`src/rtl/alu.sv`:
```
// Registered 16-bit execute-stage ALU: result and {Z,C,F,N,L} status are updated every rising edge.
// Flags that an operation does not define keep their previous registered values.
module alu #(
  parameter int WIDTH = 16
) (
  input  logic             clk,
  input  logic             reset,
  input  logic [WIDTH-1:0] A,
  input  logic [WIDTH-1:0] B,
  input  logic [4:0]       Opcode,
  output logic [WIDTH-1:0] C,
  output logic [4:0]       Flags
);

  typedef enum logic [4:0] {
    OP_AND  = 5'b00001,
    OP_OR   = 5'b00010,
    OP_XOR  = 5'b00011,
    OP_NOT  = 5'b00100,
    OP_ADD  = 5'b00101,
    OP_ADDU = 5'b00110,
    OP_ADDC = 5'b00111,
    OP_SUB  = 5'b01001,
    OP_SUBC = 5'b01010,
    OP_CMP  = 5'b01011,
    OP_CMPU = 5'b01100,
    OP_MOV  = 5'b01101,
    OP_MUL  = 5'b01110,
    OP_LSH  = 5'b10000,
    OP_RSH  = 5'b10001,
    OP_ARSH = 5'b10010
  } opcode_t;

  localparam int ZB = 4;
  localparam int CB = 3;
  localparam int FB = 2;
  localparam int NB = 1;
  localparam int LB = 0;
  localparam int SH = $clog2(WIDTH);

  logic [WIDTH-1:0]   res;
  logic [4:0]         nflags;
  logic               add_cin;
  logic               sub_cin;
  logic [WIDTH:0]     sum;
  logic [WIDTH:0]     diff;
  logic [2*WIDTH-1:0] prod;
  logic [SH-1:0]      shamt;

  always_comb begin
    add_cin = (Opcode == OP_ADDC) && Flags[CB];
    sub_cin = (Opcode == OP_SUBC) && Flags[CB];
    // Bit WIDTH of the zero-extended sum is the carry; of the difference it is the borrow.
    sum   = {1'b0, A} + {1'b0, B} + {{WIDTH{1'b0}}, add_cin};
    diff  = {1'b0, A} - {1'b0, B} - {{WIDTH{1'b0}}, sub_cin};
    prod  = {{WIDTH{A[WIDTH-1]}}, A} * {{WIDTH{B[WIDTH-1]}}, B};
    shamt = B[SH-1:0];
    res    = '0;
    nflags = Flags;
    case (Opcode)
      OP_AND, OP_OR, OP_XOR, OP_NOT, OP_MOV, OP_MUL, OP_LSH, OP_RSH, OP_ARSH: begin
        case (Opcode)
          OP_AND:  res = A & B;
          OP_OR:   res = A | B;
          OP_XOR:  res = A ^ B;
          OP_NOT:  res = ~A;
          OP_MOV:  res = B;
          OP_MUL:  res = prod[WIDTH-1:0];
          OP_LSH:  res = A << shamt;
          OP_RSH:  res = A >> shamt;
          default: res = WIDTH'($signed(A) >>> shamt);
        endcase
        nflags[ZB] = (res == '0);
        nflags[NB] = res[WIDTH-1];
      end
      OP_ADD, OP_ADDU, OP_ADDC: begin
        res = sum[WIDTH-1:0];
        nflags[ZB] = (res == '0);
        nflags[NB] = res[WIDTH-1];
        nflags[CB] = sum[WIDTH];
        nflags[FB] = (A[WIDTH-1] == B[WIDTH-1]) && (res[WIDTH-1] != A[WIDTH-1]);
      end
      OP_SUB, OP_SUBC: begin
        res = diff[WIDTH-1:0];
        nflags[ZB] = (res == '0);
        nflags[NB] = res[WIDTH-1];
        nflags[CB] = diff[WIDTH];
        nflags[FB] = (A[WIDTH-1] != B[WIDTH-1]) && (res[WIDTH-1] != A[WIDTH-1]);
      end
      OP_CMP, OP_CMPU: begin
        res = diff[WIDTH-1:0];
        nflags[ZB] = (A == B);
        nflags[NB] = ($signed(A) < $signed(B));
        nflags[LB] = (A < B);
        nflags[CB] = diff[WIDTH];
        nflags[FB] = (A[WIDTH-1] != B[WIDTH-1]) && (res[WIDTH-1] != A[WIDTH-1]);
      end
      default: res = '0;
    endcase
  end

  always_ff @(posedge clk) begin
    if (reset) begin
      C     <= '0;
      Flags <= '0;
    end else begin
      C     <= res;
      Flags <= nflags;
    end
  end

endmodule

```
`config.mk`:
```
export PLATFORM = sky130hd
export DESIGN_NAME = alu
export DESIGN_NICKNAME = d
export VERILOG_FILES = /design/src/rtl/alu.sv
export SDC_FILE = /design/constraint.sdc
export NUM_CORES = 1
export LEC_CHECK = 0
export BUFFER_PORTS_ARGS = -buffer_cell sky130_fd_sc_hd__buf_4
export CORE_MARGIN = 1.5
export CORE_UTILIZATION = 65
export DETAILED_ROUTE_END_ITERATION = 8
export PLACE_DENSITY_LB_ADDON = 0.3
export SLEW_MARGIN = 20
export SYNTH_ARGS = -nofsm -noshare
export SYNTH_HDL_FRONTEND = slang
export SYNTH_SLANG_ARGS = --single-unit
```
`constraint.sdc`:
```
create_clock -name clk -period 7.5 [get_ports clk]
set_input_delay 0.375 -clock clk [delete_from_list [all_inputs] [get_ports clk]]
set_output_delay 0.375 -clock clk [all_outputs]
set_load 0.1 [all_outputs]
```
* After elaboration in Yosys (flattened, before gate mapping)
Cells that the tools add are included.
** Storage, ports and cells
- Logic and storage cells :: 59
- Input bits :: 39
- Output and inout bits :: 21
- Bits in registers :: 21
** Cells by class
- Muxes and demuxes :: 6
- Bitwise logic cells :: 4
- $add $sub $neg :: 4
- Equality and inequality tests :: 21
- $mul :: 1
- Shift-type cells :: 3
- Magnitude comparators :: 2
- Reductions and logical operators :: 14
** Operators with widths (count)
- $pmux 16 s8 :: 1
- $logic_not 16->1 :: 3
- $pmux 16 s3 :: 1
- $lt 16x16->1 :: 2
- $eq 5x4->1 const B :: 6
- $eq 5x3->1 const B :: 4
- $add 16x16->17 :: 1
- $add 17x1->17 :: 1
- $sub 16x16->17 :: 1
- $sub 17x1->17 :: 1
- $and 16x16->16 :: 1
- $eq 16x16->1 :: 1
- $mul 16x16->16 :: 1
- $mux 16 :: 1
- $not 16->16 :: 1
- $or 16x16->16 :: 1
- $shl 16x4->16 :: 1
- $shr 16x4->16 :: 1
- $sshr 16x4->16 :: 1
- $xor 16x16->16 :: 1
- $eq 5x5->1 const B :: 3
- $eq 5x2->1 const B :: 2
- $reduce_or 9->1 :: 1
- $pmux 1 s4 :: 2
- 10 further kinds :: 16

* Depth between registers and ports, before layout
- Word-level depth :: 6
- Gate-level depth with buffers :: 27
- Gate-level depth less buffers :: 24

* Least setup slack after synthesis
No wires, ideal clock.
- Kind :: input -> register
- Start :: input port B[2]
- End :: register C[14]
- Setup slack :: 1.101 ns
- Data required time :: 7.377 ns
- Cell stages on the path :: 22
- Library setup time :: 0.123 ns
- Arrival time :: 6.276 ns
- Buffers on the path :: 5
- Cell sequence :: buf_2 buf_1 buf_1 clkbuf_1 buf_1 nand2_1 fa_1 fa_1 fa_1 fa_1 inv_1 fa_1 inv_1 fa_1 inv_1 ha_1 a21o_1 o21ai_0 mux2i_1 a211oi_1 o221ai_1 nor2b_1
** Between the ends
- Cells in the longest elaborated chain, start to end :: 4
- Elaborated cells on any way between the ends :: 11
- Classes of those cells :: add/sub (4); mul (1); shift (3); mux (3)
** RTL lines
- from (decl) :: RTL line 9 : input logic [WIDTH-1:0] B,
- $mul 16x16->16 (tied with other cells) :: RTL line 56 : prod = {{WIDTH{A[WIDTH-1]}}, A} * {{WIDTH{B[WIDTH-1]}}, B};
- $pmux 16 s8 :: RTL line 62 : case (Opcode)
- $mux 16 :: RTL line 60 : case (Opcode)
- $pmux 16 s3 (*) :: RTL line 60
- to (signal assigned) :: RTL line 107 : C <= res;
- to (decl) :: RTL line 11 : output logic [WIDTH-1:0] C,
Every way passes the cells marked *; elsewhere a longest branch is shown, timed or not. The select of a mux whose other input is x is not followed.
A chain may end at the register's enable or synchronous reset.

* Worst setup path after layout
- Start :: input port B[1]
- End :: register Flags[1]
** Between the ends
- Cells in the longest elaborated chain, start to end :: 4
- Elaborated cells on any way between the ends :: 12
- Classes of those cells :: add/sub (4); mul (1); order compare (1); shift (3); mux (3)
** RTL lines
- $mul 16x16->16 (tied with other cells) :: RTL line 56
- $pmux 16 s8 :: RTL line 62
- $mux 16 :: RTL line 60
- $pmux 1 s4 (*) :: RTL line 60
- to (signal assigned) :: RTL line 108 : Flags <= nflags;
- to (decl) :: RTL line 12 : output logic [4:0] Flags
Marked as above.

==> metrics.yaml <==
synthesis:
  synth_top_area_share_pct: 17.3
  syn-num-nets: 1584
  yosysTopAreaCell: "ha_1"
  synth.cell_area_um2: 10100
  synth_edf_count: 0
  synth_warnings: 0
  synthArstFlopShare_pct: 0
  seq_area_frac_synth_pct: 4.15
  synthTopCellsByArea: "ha_1 17%, fa_1 16%, inv_1 7.0%, nor2_1 5.7%, mux4_2 4.9%"
  synth_cells: 1322
  synth_flop_cell: "dfxtp_1"
  synth_cell_types: 77
  syn_avg_cell_area_um2: 7.65
  synth_seq_cells: 21
global_route:
  grt_use_total_pct: 48.7
  antenna_found_initial: 0
  grt_start_max_net_pins: 65
  grt_pass1_wl_um: 59700
  grt_remaining_overflow: 0
  grt_pass1_vias: 10246
sta:
  worst_pin_slew_ns: 1.23
  final.setup.tns_ns: 0
  maxSlewViolCount: 0
  hold_viol: 0
  fin_worst_skew_ns: 0.00784
  period_needed_ns: 6.16
  relSlewSlack_pct: 17.1
  grt_setup_unrepaired: "no"
  post-route-period-util_pct: 82.1
  worst_hold_slack_ns: 0.342
  setup_viol: 0
  timing.fmax_ghz: 0.162
  fin_ws_ns: 1.34
clock_network:
  cts.sinks: 21
  cts.hold.buffers_added: 0
  cts_htree_levels: 1
  cts_tree: "yes"
  clk_path_buf_depth: 2
  post_cts_buffers: 0
  clock_latency_ns: 0.26
  cts.clk_slew.worst_paths_ns: 0.06
  root_buffer: "clkbuf_16"
  cts-buffers-inserted: 3
  cts_resized: 0
power:
  power.share.switching_pct: 56.2
  p_seq_share_pct: 5.0
  p_per_area_nw_per_um2: 229
  clkPwrFrac_pct: 4.7
  leakage_nw: 5.06
  vdd_drop_max_uv: 258
  power_mw: 2.43
  internal_power_mw: 1.06
  pwr-share-comb_pct: 90.2
  power.switching_mw: 1.37
route:
  drtIter0Drc: 1506
  wl_per_cell_um: 26.3
  routed-via-count: 10525
  first_pass_iters: 5
  vias_per_cell: 7.00
  drc: 0
  ant_nets: 0
  wirelength_um: 39500
finish:
  area_growth_syn_to_layout_pct: 5.08
  layout_common_cells: "190 x inv_1, 155 x nor2_1, 140 x ha_1, 122 x nand2_1, 83 x fa_1"
  fin_util_pct: 69.9
  final_common_cell: "inv_1"
  nets: 1578
  diodes: 0
  drive_above_1_share_pct: 9.05
critical_path:
  crit_type: "in2reg"
  worstSetupStartpointType: "input pin"
  timing.rr.start: "Flags[3]"
  crit_path_end_kind: "register"
  ff2ff_setup_slack_ns: 3.57
  critPathMaxFanout: 64
  worstReg2RegEnd: "Flags[2]"
  cp.required_ns: 7.61
  worstRegToRegCells: 12
  cp.arrival_ns: 6.27
place:
  portBuffers: 59
  dp_hpwl_um: 30200
  gp_congestion: 1.08
  dp_worst_setup_slack_ns: 1.18
floorplanning:
  initial_core_util_pct: 66.6
  core_area_um2: 15200
  die_w_um: 128
  fp.dieH_um: 128
  core.rowCount: 45
  die_area_um2: 16300
  pin_count: 60
worst_hold_path:
  hp-class: "in2reg"
  min_from: "reset"
  hold_depth: 2
  whs_endpoint: "Flags[3]"
outcome:
  status: "completed"
flow_run:
  drv_cap: 0
==> how the worst max path moves through the flow <==
stage	start	slack [ns]	end
floorplan	B[2]	1.10	C[14]
global placement	B[1]	1.32	C[14]
detailed placement	B[1]	1.18	C[14]
CTS	B[1]	1.43	Flags[1]
global route	B[1]	1.01	C[14]
finish	B[1]	1.34	Flags[1]
==> power groups by stage <==
stage / Combinational (mW) / Sequential (mW) / Clock (mW)
after global routing: 2.39 / 0.123 / 0.118
after global placement: 2.05 / 0.124 / 0
after floorplan: 1.54 / 0.177 / 0
final: 2.19 / 0.122 / 0.115
after CTS: 2.14 / 0.122 / 0.114
after detailed placement: 2.12 / 0.125 / 0
==> worst max-delay path, stage by stage <==
cell and delay [ns]:
buf_4 0.59, clkinv_1 0.27, nor2_1 0.21, fa_1 0.41
inv_1 0.10, fa_1 0.40, inv_1 0.10, fa_1 0.44
fa_1 0.54, inv_1 0.05, fa_1 0.45, fa_1 0.40
xor2_1 0.17, xnor2_1 0.20, xnor2_1 0.11, xnor2_1 0.22
xnor3_1 0.37, xnor2_1 0.18, a21oi_1 0.19, a2bb2oi_1 0.29
a41oi_1 0.15
==> cells in the mapped netlist (11+ instances only) <==
| master | instances |
|---|---|
| a211oi_1 | 15 |
| a21o_1 | 16 |
| a21oi_1 | 55 |
| a221oi_1 | 13 |
| a22oi_1 | 11 |
| a2bb2oi_1 | 11 |
| buf_1 | 12 |
| buf_2 | 11 |
| clkbuf_1 | 54 |
| dfxtp_1 | 21 |
| fa_1 | 83 |
| ha_1 | 140 |
| inv_1 | 190 |
| mux2i_1 | 26 |
| mux4_2 | 22 |
| nand2_1 | 122 |
| nand2b_1 | 15 |
| nand3_1 | 22 |
| nor2_1 | 155 |
| nor2b_1 | 11 |
| nor3_1 | 22 |
| nor4_1 | 13 |
| o211ai_1 | 11 |
| o21ai_0 | 30 |
| o22ai_1 | 12 |
| or3_1 | 12 |
| xnor2_1 | 50 |
| xor2_1 | 20 |
==> registers in the layout (all words and copies together) (netlist names) <==
name and flops:
C 16, Flags 5
==> layout make-up <==
type,instances,area (µm²)
multi-input cells,1026,8650
inverters,196,736
clock buffers,4,78.8
well taps,188,235
flip-flops and latches,21,420
repair buffers,68,510
fillers,1253,4570
==> logic make-up (layout without fill, tap and decap cells) <==
logic type | Yosys count | in the layout | share of synthesized area (%)
simple gates | 416 | 416 | 18.7
buf+inv | 275 | 268 | 10.4
compound gates | 259 | 259 | 18.2
fa+ha+maj | 223 | 223 | 33.7
xor+xnor | 71 | 71 | 6.28
mux | 57 | 57 | 8.47
flops | 21 | 21 | 4.15
==> metal layers <==
| layer | GRT usage [%] | vias up | share of wire (%) |
|---|---|---|---|
| li1 | - | 4496 | - |
| met1 | 64.7 | 4919 | 37 |
| met2 | 71.6 | 923 | 42 |
| met3 | 13.6 | 187 | 14 |
| met4 | 27.4 | 0 | 6.9 |
| met5 | 0 | - | 0 |
==> metrics by stage <==
stage          area, µm²  instances
5_1_grt            10600       1503
6_report           10600       1503
3_3_place_gp       10500       1499
3_5_place_dp       10500       1499
4_1_cts            10600       1503
2_1_floorplan      10100       1322
(Power assumes the default switching activity.)
